--- config.mk ---
export PLATFORM = sky130hd
export DESIGN_NAME = ex_stage
export DESIGN_NICKNAME = d
export VERILOG_FILES = /design/src/rtl/mips_pkg.sv /design/src/rtl/ex_iter_mul.sv /design/src/rtl/ex_stage.sv
export SDC_FILE = /design/constraint.sdc
export NUM_CORES = 1
export LEC_CHECK = 0
export CORE_MARGIN = 5
export CORE_UTILIZATION = 50
export DETAILED_ROUTE_END_ITERATION = 12
export PLACE_DENSITY = 0.8
export SLEW_MARGIN = 15
export SYNTH_ARGS = -nofsm -noshare
export SYNTH_HDL_FRONTEND = slang
export SYNTH_HIERARCHICAL = 1
export SYNTH_SLANG_ARGS = --single-unit
export TNS_END_PERCENT = 30
--- constraint.sdc ---
create_clock -name clk -period 2.7 [get_ports clk]
set_input_delay 0.27 -clock clk [delete_from_list [all_inputs] [get_ports clk]]
set_output_delay 0.27 -clock clk [all_outputs]
set_load 0.1 [all_outputs]
--- src/rtl/mips_pkg.sv ---
// Shared definitions for the MIPS execute stage.
//   DATA_W / REG_ADDR_W : default datapath and register-address widths
//   ALUOP_* / FN_*      : ALUOp class and R-type funct encodings
//   alu_op_e            : decoded ALU operation
//   mul_state_e         : iterative multiplier states
//   alu_decode()        : ALUOp/funct -> alu_op_e (mul_en gates the mul funct)
package mips_pkg;
  localparam int DATA_W     = 32;
  localparam int REG_ADDR_W = 5;

  localparam logic [2:0] ALUOP_ADD   = 3'b000;
  localparam logic [2:0] ALUOP_SUB   = 3'b001;
  localparam logic [2:0] ALUOP_RTYPE = 3'b010;
  localparam logic [2:0] ALUOP_AND   = 3'b011;
  localparam logic [2:0] ALUOP_OR    = 3'b100;
  localparam logic [2:0] ALUOP_SLT   = 3'b101;
  localparam logic [2:0] ALUOP_LUI   = 3'b110;

  localparam logic [5:0] FN_SLL = 6'h00;
  localparam logic [5:0] FN_MUL = 6'h18;
  localparam logic [5:0] FN_ADD = 6'h20;
  localparam logic [5:0] FN_SUB = 6'h22;
  localparam logic [5:0] FN_AND = 6'h24;
  localparam logic [5:0] FN_OR  = 6'h25;
  localparam logic [5:0] FN_SLT = 6'h2A;

  typedef enum logic [3:0] {
    ALU_ADD, ALU_SUB, ALU_AND, ALU_OR, ALU_SLT, ALU_LUI, ALU_SLL, ALU_MUL, ALU_NONE
  } alu_op_e;

  typedef enum logic [1:0] {IDLE, BUSY, DONE} mul_state_e;

  function automatic alu_op_e alu_decode(input logic [2:0] aluop,
                                         input logic [5:0] funct,
                                         input logic       mul_en);
    alu_op_e op;
    op = ALU_NONE;
    case (aluop)
      ALUOP_ADD: op = ALU_ADD;
      ALUOP_SUB: op = ALU_SUB;
      ALUOP_AND: op = ALU_AND;
      ALUOP_OR:  op = ALU_OR;
      ALUOP_SLT: op = ALU_SLT;
      ALUOP_LUI: op = ALU_LUI;
      ALUOP_RTYPE: begin
        case (funct)
          FN_ADD:  op = ALU_ADD;
          FN_SUB:  op = ALU_SUB;
          FN_AND:  op = ALU_AND;
          FN_OR:   op = ALU_OR;
          FN_SLT:  op = ALU_SLT;
          FN_SLL:  op = ALU_SLL;
          FN_MUL:  op = mul_en ? ALU_MUL : ALU_NONE;
          default: op = ALU_NONE;
        endcase
      end
      default: op = ALU_NONE;
    endcase
    return op;
  endfunction
endpackage

--- src/rtl/ex_iter_mul.sv ---
// Iterative shift-add multiplier, BITS multiplier bits retired per cycle.
//   start   : accepted only in IDLE; captures a and b
//   busy    : high for the N = DATA_W/BITS shift-add cycles
//   done    : high for the single cycle after the last step
//   product : low DATA_W bits of a*b, valid while done
module ex_iter_mul import mips_pkg::*; #(
  parameter int DATA_W = mips_pkg::DATA_W,
  parameter int BITS   = 1
) (
  input  logic              clk,
  input  logic              rst,
  input  logic              start,
  input  logic [DATA_W-1:0] a,
  input  logic [DATA_W-1:0] b,
  output logic              busy,
  output logic              done,
  output logic [DATA_W-1:0] product
);
  localparam int N     = DATA_W / BITS;
  localparam int CNT_W = $clog2(N + 1);

  mul_state_e        state;
  logic [CNT_W-1:0]  cnt;
  logic [DATA_W-1:0] mcand, mplier, acc, partial;

  // Sum of the BITS partial products selected by the low multiplier bits.
  always_comb begin
    partial = '0;
    for (int i = 0; i < BITS; i++)
      if (mplier[i]) partial = partial + (mcand << i);
  end

  always_ff @(posedge clk or posedge rst) begin
    if (rst) begin
      state  <= IDLE;
      cnt    <= '0;
      mcand  <= '0;
      mplier <= '0;
      acc    <= '0;
    end else begin
      case (state)
        IDLE: if (start) begin
          mcand  <= a;
          mplier <= b;
          acc    <= '0;
          cnt    <= CNT_W'(N);
          state  <= BUSY;
        end
        BUSY: begin
          acc    <= acc + partial;
          mcand  <= mcand << BITS;
          mplier <= mplier >> BITS;
          cnt    <= cnt - 1'b1;
          if (cnt == CNT_W'(1)) state <= DONE;
        end
        DONE:    state <= IDLE;
        default: state <= IDLE;
      endcase
    end
  end

  assign busy    = (state == BUSY);
  assign done    = (state == DONE);
  assign product = acc;
endmodule

--- src/rtl/ex_stage.sv ---
// MIPS execute stage: forwarding, ALU decode, ALU, destination mux and the
// EX/MEM pipeline register. With EX_MULT_EN defined, funct 0x18 runs on an
// iterative multiplier that holds the front end via stall_o; otherwise mul is
// an unlisted funct (result 0) and stall_o is tied low.
// Inputs : ID/EX control (RegWrite..ALUSrc, ALUOp), operands ReadData1/2,
//          SignEx (funct = SignEx[5:0]), rs_addr/In2016/IN1511 register fields,
//          EX/MEM and MEM/WB forwarding write-enable, rd and data.
// Outputs: stall_o, registered *OUT control/data to the MEM stage.
module ex_stage import mips_pkg::*; #(
  parameter int DATA_W             = mips_pkg::DATA_W,
  parameter int REG_ADDR_W         = mips_pkg::REG_ADDR_W,
  parameter int MUL_BITS_PER_CYCLE = 1
) (
  input  logic                  clk,
  input  logic                  rst,
  input  logic                  RegWrite,
  input  logic                  MemToReg,
  input  logic                  MemRead,
  input  logic                  MemWrite,
  input  logic                  RegDst,
  input  logic                  ALUSrc,
  input  logic [2:0]            ALUOp,
  input  logic [DATA_W-1:0]     ReadData1,
  input  logic [DATA_W-1:0]     ReadData2,
  input  logic [DATA_W-1:0]     SignEx,
  input  logic [REG_ADDR_W-1:0] rs_addr,
  input  logic [REG_ADDR_W-1:0] In2016,
  input  logic [REG_ADDR_W-1:0] IN1511,
  input  logic                  exmem_fwd_regwrite,
  input  logic                  memwb_fwd_regwrite,
  input  logic [REG_ADDR_W-1:0] exmem_fwd_rd,
  input  logic [REG_ADDR_W-1:0] memwb_fwd_rd,
  input  logic [DATA_W-1:0]     exmem_fwd_data,
  input  logic [DATA_W-1:0]     memwb_fwd_data,
  output logic                  stall_o,
  output logic                  RegWriteOUT,
  output logic                  MemToRegOUT,
  output logic                  MemReadOUT,
  output logic                  MemWriteOUT,
  output logic [DATA_W-1:0]     ALUResultOUT,
  output logic [DATA_W-1:0]     WriteDataOUT,
  output logic [REG_ADDR_W-1:0] DestRegOUT
);
  logic [DATA_W-1:0] fwd_a, fwd_b, alu_b, alu_res, product;
  logic              ex_hit_a, ex_hit_b, wb_hit_a, wb_hit_b;
  alu_op_e           op;

  // Register 0 is never forwarded; the younger EX/MEM producer wins.
  assign ex_hit_a = exmem_fwd_regwrite && (exmem_fwd_rd != '0) && (exmem_fwd_rd == rs_addr);
  assign ex_hit_b = exmem_fwd_regwrite && (exmem_fwd_rd != '0) && (exmem_fwd_rd == In2016);
  assign wb_hit_a = memwb_fwd_regwrite && (memwb_fwd_rd != '0) && (memwb_fwd_rd == rs_addr);
  assign wb_hit_b = memwb_fwd_regwrite && (memwb_fwd_rd != '0) && (memwb_fwd_rd == In2016);

  assign fwd_a = ex_hit_a ? exmem_fwd_data : wb_hit_a ? memwb_fwd_data : ReadData1;
  assign fwd_b = ex_hit_b ? exmem_fwd_data : wb_hit_b ? memwb_fwd_data : ReadData2;
  assign alu_b = ALUSrc ? SignEx : fwd_b;

`ifdef EX_MULT_EN
  logic is_mul, mul_busy, mul_done;

  assign op     = alu_decode(ALUOp, SignEx[5:0], 1'b1);
  assign is_mul = (op == ALU_MUL);
  // Stall from the cycle the mul is first seen until the DONE cycle, where
  // ID/EX still holds the mul and its result is written into EX/MEM.
  assign stall_o = ~rst & (mul_busy | (is_mul & ~mul_done));

  ex_iter_mul #(.DATA_W(DATA_W), .BITS(MUL_BITS_PER_CYCLE)) u_mul (
    .clk     (clk),
    .rst     (rst),
    .start   (is_mul & ~mul_busy & ~mul_done),
    .a       (fwd_a),
    .b       (fwd_b),
    .busy    (mul_busy),
    .done    (mul_done),
    .product (product)
  );
`else
  assign op      = alu_decode(ALUOp, SignEx[5:0], 1'b0);
  assign stall_o = 1'b0;
  assign product = '0;
`endif

  always_comb begin
    alu_res = '0;
    case (op)
      ALU_ADD: alu_res = fwd_a + alu_b;
      ALU_SUB: alu_res = fwd_a - alu_b;
      ALU_AND: alu_res = fwd_a & alu_b;
      ALU_OR:  alu_res = fwd_a | alu_b;
      ALU_SLT: alu_res = {{(DATA_W-1){1'b0}}, ($signed(fwd_a) < $signed(alu_b))};
      ALU_LUI: alu_res = SignEx << 16;
      ALU_SLL: alu_res = alu_b << SignEx[10:6];
      ALU_MUL: alu_res = product;
      default: alu_res = '0;
    endcase
  end

  // EX/MEM register; a stall cycle inserts a bubble.
  always_ff @(posedge clk or posedge rst) begin
    if (rst) begin
      RegWriteOUT  <= 1'b0;
      MemToRegOUT  <= 1'b0;
      MemReadOUT   <= 1'b0;
      MemWriteOUT  <= 1'b0;
      ALUResultOUT <= '0;
      WriteDataOUT <= '0;
      DestRegOUT   <= '0;
    end else if (stall_o) begin
      RegWriteOUT  <= 1'b0;
      MemToRegOUT  <= 1'b0;
      MemReadOUT   <= 1'b0;
      MemWriteOUT  <= 1'b0;
      ALUResultOUT <= '0;
      WriteDataOUT <= '0;
      DestRegOUT   <= '0;
    end else begin
      RegWriteOUT  <= RegWrite;
      MemToRegOUT  <= MemToReg;
      MemReadOUT   <= MemRead;
      MemWriteOUT  <= MemWrite;
      ALUResultOUT <= alu_res;
      WriteDataOUT <= fwd_b;
      DestRegOUT   <= RegDst ? IN1511 : In2016;
    end
  end
endmodule

==> results.md, run 1 <==
Outcome:
- The flow did not finish.
- The flow stopped in global routing.
- The first error in the log reads "[ERROR GRT-0232] Routing congestion too high. Check the congestion heatmap in the GUI".

STA:
- After the last repair the worst path ends at a sequential cell input.
- When the global-route repair_timing finished, the worst setup path ended at ALUResultOUT[27]$_DFF_PP0_/D.

Floorplan:
- In this run the horizontal extent of the chip is 160 um.
- The total number of placement rows is 55.
- The I/O pin count is 272.
- The height of the chip is 160 um.
- The initial core utilization is 0.503.

Clocking:
- The post-cts hold buffer count is 0.
- The clock passes through at most 2 buffers.
- Clock tree synthesis found a total of 73 sinks.
- The number of H-tree levels is 3.
- Buffers inserted during clock tree synthesis total 9.
- The library cell used as clock root buffer is sky130_fd_sc_hd__clkbuf_16.

Placed design:
- The post-detailed-placement half-perimeter wirelength is 51000 um.
- At the end of routability-driven placement, the weighted congestion stood at 1.12.
- The worst slack after detailed placement is -2.94 ns.
- The number of buffers added on ports is 270.

Yosys:
- The mean post-synth cell area is 7.86 um^2.
- Yosys printed 6 warnings.
- The leading register cell type out of synthesis is sky130_fd_sc_hd__dfrtp_1.
- The fraction of synthesized cell area taken by the top area cell type is 0.162.
- The cell area after synthesis is 11300 um^2.
- After synthesis, the most frequently instantiated cells are 112 x sky130_fd_sc_hd__o21ai_0, 107 x sky130_fd_sc_hd__ha_1, 107 x sky130_fd_sc_hd__nand2_1.
- The synthesized design contains 0 enable-type register cells.
- Synthesis instantiated 90 different standard cells from the library.
- The share of the Yosys chip area taken by registers is 0.162.
- Among all cell types in the netlist, the one instantiated most often is sky130_fd_sc_hd__o21ai_0.
- The number of cells produced by synthesis is 1436.
- The synthesized design contains 73 register bits.
- sky130_fd_sc_hd__dfrtp_1 takes more of the synthesized area than any other cell.
- When the netlist entered floorplanning its net count stood at 1743.
- Counting flops with an async set or reset pin after synthesis yields a share of 1.00.
- Yosys attributes the largest share of cell area to sky130_fd_sc_hd__dfrtp_1 16%, sky130_fd_sc_hd__ha_1 12%, sky130_fd_sc_hd__mux2i_1 8.8%.

Global route:
- The pin count of the biggest net entering global routing is 48.
- The remaining global-route overflow is 61.
- The total global-route track usage is 0.714.
==> metal layers <==
layer  GRT usage  overflow
met5       0.155         0
met3       0.523         0
met1       0.713         0
met2       0.915        30
met4       0.714        31
==> per-stage QoR <==
stage                     cell area [um^2]  TNS (ns)  hold WS, ns  utilization  std cells
after floorplan                      11500    -38.11        0.301            -       1436
after global placement               18000    -83.53        0.686        0.801       2414
after detailed placement             18000    -77.24        0.698        0.801       2415
after CTS                            19900    -46.74        0.328        0.887       2488
==> repair_timing <==
action | 4_1_cts
resized for setup | 254
cloned | 8
pin swaps | 81
endpoints found under the setup margin | 32
buffers inserted | 51
hold endpoints to repair | 0
==> logic make-up after synthesis <==
family | count (synthesis) | synth area share
AOI/OAI and AO/OA | 462 | 0.286
and+or+nand+nor | 399 | 0.171
xor gates and xnor gates | 49 | 0.0380
muxes | 138 | 0.147
other | 1 | 0.000332
adders and majority gates | 109 | 0.122
buffers and inverters | 205 | 0.0745
DFF | 73 | 0.162
==> run 2, diff against run 1 <==
--- a/config.mk
+++ b/config.mk
@@ -6,9 +6,9 @@
 export NUM_CORES = 1
 export LEC_CHECK = 0
 export CORE_MARGIN = 5
-export CORE_UTILIZATION = 50
+export CORE_UTILIZATION = 35
 export DETAILED_ROUTE_END_ITERATION = 12
-export PLACE_DENSITY = 0.8
+export PLACE_DENSITY_LB_ADDON = 0.15
 export SLEW_MARGIN = 15
 export SYNTH_ARGS = -nofsm -noshare
 export SYNTH_HDL_FRONTEND = slang
==> run 2 against run 1 <==
Net effect: the flow now finishes, with violations (negative setup slack); synthesized area stayed put; synthesized cell count did not move.
==> results.md, run 2 <==
Outcome:
- The run finished, with violations left.
- The final reports fail on negative setup slack.

Route:
- The average routed wire per standard cell is 25.5 um.
- The vias per cell is 5.85.
- In this run the remaining antenna-violating nets after routing total 0.
- Detailed routing placed a total of 6560 um of wire on met3.
- For this block, the routed nets add up to 68000 um of wire.
- Summing over every cut layer, the via total after detailed routing is 15600.
- The initial DRC count is 1663.
- The number of search-and-repair iterations in the first detailed-routing pass is 7.
- The top routing layer in use is met5.
- The met2 routed wirelength is 28800 um.
- In the final routing, the length of wire on met1 measures 29300 um.
- For this run, design rule violations remaining after detail routing come to 0.

Yosys:
- The fraction of synthesized cell area taken by the top area cell type is 0.162 (unchanged).
- The number of synthesized flops with an enable pin is 0 (unchanged).
- The biggest area contributor in the post-synthesis netlist is sky130_fd_sc_hd__dfrtp_1.
- The share of async-settable or async-resettable flops after synthesis is 1.00 (unchanged).
- The number of cells produced by synthesis is 1436 (unchanged).
- The sequential share of the synthesized area is 0.162 (unchanged).
- The leading register cell type out of synthesis is sky130_fd_sc_hd__dfrtp_1.
- The count of warnings emitted by yosys was 6 (unchanged).
- The cell area after synthesis is 11300 um^2 (unchanged).
- The share of cell area taken by muxes after synthesis is 0.147 (unchanged).
- The area fraction in compound gates after synthesis is 0.286 (unchanged).
- The xor/xnor cell area share of the yosys netlist was 0.0380 (unchanged).
- The commonest cells after synthesis are 112 x sky130_fd_sc_hd__o21ai_0, 107 x sky130_fd_sc_hd__ha_1, 107 x sky130_fd_sc_hd__nand2_1.
- The fraction of the mapped netlist area in simple logic gates was 0.171 (unchanged).
- After synthesis, the largest family of logic cells by area is compound AO/OA/AOI/OAI gates.
- The total of flip-flops plus latches after synthesis is 73 (unchanged).
- The distinct cell type count of the synthesized netlist came to 90 (unchanged).
- Ranked by total cell area, the synthesized netlist is headed by sky130_fd_sc_hd__dfrtp_1 16%, sky130_fd_sc_hd__ha_1 12%, sky130_fd_sc_hd__mux2i_1 8.8%.
- The post-synthesis share of cell area spent on full adders, half adders and majority gates came to 0.122 (unchanged).
- The synthesized netlist net count is 1743 (unchanged).
- The mean post-synth cell area came to 7.86 um^2 (unchanged).
- The library cell with the highest instance count after synthesis is sky130_fd_sc_hd__o21ai_0.

Worst setup path:
- The kind of start point of the critical path is a primary input.
- The category of the most critical setup path is primary input to flop.
- The worst endpoint data arrival time is 4.85 ns.
- STA classifies the critical path endpoint as a flop.
- The maximum net fanout on the critical path is 5.
- The data required time at the worst endpoint is 2.95 ns.

Global route:
- The via count of the first global-routing pass is 15500.
- The first global-routing pass estimated 97900 um of wire.
- The initial antenna violation count is 8.
- Entering global routing, the biggest net connects 47 pins.
- Across every metal layer, demand over resource in global routing totals 0.361.
- The total overflow left after global routing is 0.

Run:
- Max-cap violations in this run came to 0.

Placed design:
- The number of buffers added on ports came to 270 (unchanged).
- The total placed instance area was 18300 um^2 (+1.6%).
- The post-detailed-placement half-perimeter wirelength was 55300 um (+8.5%).
- The final weighted congestion of routability-driven global placement is 1.04 (-6.7%).
- The worst slack after detailed placement is -3.03 ns (-0.0932 ns).

Final layout:
- Leaving out fill and tap cells, the most frequent cells in the layout are 656 x sky130_fd_sc_hd__buf_4, 176 x sky130_fd_sc_hd__clkdlybuf4s50_1, 106 x sky130_fd_sc_hd__nand2_1.
- The footprint of the multi-input gates is 10100 um^2.
- The largest registers in the layout are ALUResultOUT (32), WriteDataOUT (32), DestRegOUT (5).
- From synthesis to final layout, the design area changed by 84.8%.
- The commonest non-fill, non-tap cell in the layout is sky130_fd_sc_hd__buf_4.
- Counting the fill cells in the layout gives 2676.
- The sequential cells in the finished layout cover a total of 1830 um^2.
- The fraction of layout cells with a size suffix above 1 is 0.443.
- The net count of the finished layout is 2558.
- The finished cells cover 20900 um^2.

Clocking:
- The TritonCTS clock tree is built.
- The number of H-tree levels was 3 (unchanged).
- The post-cts hold buffer count came to 0 (unchanged).
- The library cell used as clock root buffer is sky130_fd_sc_hd__clkbuf_16.
- The clock-pin slew on the worst setup and hold paths is 0.07 ns.
- The number of buffers between clock root and the deepest sink is 2 (unchanged).
- The number of clock buffers inserted by TritonCTS was 9 (unchanged).
- The sink count of the clock tree is 73 (unchanged).

STA:
- The final-report hold violation count is 0.
- Setup violations remaining at the end of the flow were counted as 32.
- For the finished layout, the period the worst path requires is 4.59 ns.
- The max-slew violation count is 0.
- The post-route fraction of the period consumed by the critical path is 1.70.
- The final worst-path setup slack is -1.89 ns.
- The fmax is 218 MHz.
- Setup repair after global routing could not meet its margin everywhere.
- The slew of the pin with the lowest slew margin is 0.770 ns.
- Measured against its own limit, the worst slew margin works out to 0.485.

Floorplan:
- The height of the chip came to 190 um (+18%).
- The I/O pin count is 272 (unchanged).
- The total number of placement rows is 65 (+18%).
- The area of the placeable core is 31700 um^2.
- The floorplan die width is 190 um (+18%).
- The die covers 35900 um^2.
- The initial core utilization is 0.356 (-0.147).

Pwr:
- The overall power is 9.01 mW.
- The maximum resistive drop on vdd is 0.363 mV.
- For this design the ratio of total power to cell area is 432 nW/um^2.
- The leakage power total is 9.40 nW.

Hold path:
- The type of the most critical hold path is primary input to flop.
run 2: logic make-up after synthesis:
| logic type | after synthesis |
|---|---|
| AOI/OAI and AO/OA | 462 |
| muxes | 138 |
| adders and majority gates | 109 |
| other | 1 |
| buffers and inverters | 205 |
| DFF | 73 |
| xor gates and xnor gates | 49 |
| and+or+nand+nor | 399 |
run 2: per-stage QoR:
| stage | std cells | hold WS [ns] | TNS, ns | utilization |
|---|---|---|---|---|
| after global placement | 2555 | 0.691 | -81.42 | 0.576 |
| after detailed placement | 2555 | 0.708 | -82.06 | 0.576 |
| after global routing | 2662 | 0.199 | -52.23 | 0.657 |
| after CTS | 2623 | 0.233 | -48.12 | 0.628 |
| final | 2665 | 0.192 | -47.82 | 0.657 |
| after floorplan | 1436 | 0.301 | -38.11 | - |
run 2: final timing paths:
path | startpoint | depth (start not counted) | to
min in group asynchronous | rst | 3 | MemToRegOUT$_DFF_PP0_
setup / recovery | memwb_fwd_rd[4] | 24 | ALUResultOUT[27]$_DFF_PP0_
hold / removal | In2016[3] | 2 | DestRegOUT[3]$_DFF_PP0_
max in group asynchronous | rst | 3 | WriteDataOUT[2]$_DFF_PP0_
run 2: routing by layer:
layer,vias to the layer above,track usage
met4,2,0.147
met5,-,0
li1,6964,-
met3,193,0.0826
met2,963,0.539
met1,7476,0.503
run 2: critical path, stage by stage:
cell	delay, ns
sky130_fd_sc_hd__buf_6	0.10
sky130_fd_sc_hd__buf_6	0.11
sky130_fd_sc_hd__xor2_2	0.17
sky130_fd_sc_hd__buf_4	0.15
sky130_fd_sc_hd__nor4b_4	0.28
sky130_fd_sc_hd__buf_6	0.17
sky130_fd_sc_hd__buf_12	0.11
sky130_fd_sc_hd__buf_8	0.10
sky130_fd_sc_hd__buf_6	0.11
sky130_fd_sc_hd__and3_4	0.17
sky130_fd_sc_hd__o31a_1	0.28
sky130_fd_sc_hd__mux2i_4	0.13
sky130_fd_sc_hd__buf_6	0.14
sky130_fd_sc_hd__ha_4	0.27
sky130_fd_sc_hd__and3_4	0.21
sky130_fd_sc_hd__a221oi_4	0.08
sky130_fd_sc_hd__o21bai_4	0.17
sky130_fd_sc_hd__a41oi_4	0.06
sky130_fd_sc_hd__or3_4	0.45
sky130_fd_sc_hd__a211o_4	0.36
sky130_fd_sc_hd__o311ai_4	0.22
sky130_fd_sc_hd__xnor2_1	0.15
sky130_fd_sc_hd__nor2_1	0.05
sky130_fd_sc_hd__or4_1	0.53
run 2: final cells by class:
cell class | count | area share
diodes | 8 | 0.000960
clock buffers | 11 | 0.0116
clock inverters | 4 | 0.00366
inverters | 100 | 0.0181
multi-input cells | 1158 | 0.484
flip-flops and latches | 73 | 0.0876
well taps | 402 | 0.0241
repair buffers | 909 | 0.370
run 2: what timing repair did:
| action | 4_1_cts | 5_1_grt |
|---|---|---|
| gates resized for setup | 238 | 142 |
| gates cloned | 7 | 0 |
| pin swaps | 85 | 91 |
| setup buffers | 51 | 40 |
| setup endpoints to repair | 32 | 32 |
run 2: power by group:
part	internal (mW)	switching, mW
combinational	2.62	3.69
clock	0.834	0.579
sequential	1.24	0.0501
total	4.69	4.32
No activity file was read; power rests on OpenSTA's default activity.
==> run 3, diff against run 2 <==
--- a/config.mk
+++ b/config.mk
@@ -8,6 +8,7 @@
 export CORE_MARGIN = 5
 export CORE_UTILIZATION = 35
 export DETAILED_ROUTE_END_ITERATION = 12
+export HOLD_SLACK_MARGIN = 0.08
 export PLACE_DENSITY_LB_ADDON = 0.15
 export SLEW_MARGIN = 15
 export SYNTH_ARGS = -nofsm -noshare
==> results of run 3 <==
Same layout as run 2: the final DEF is identical, and so are final timing and power.
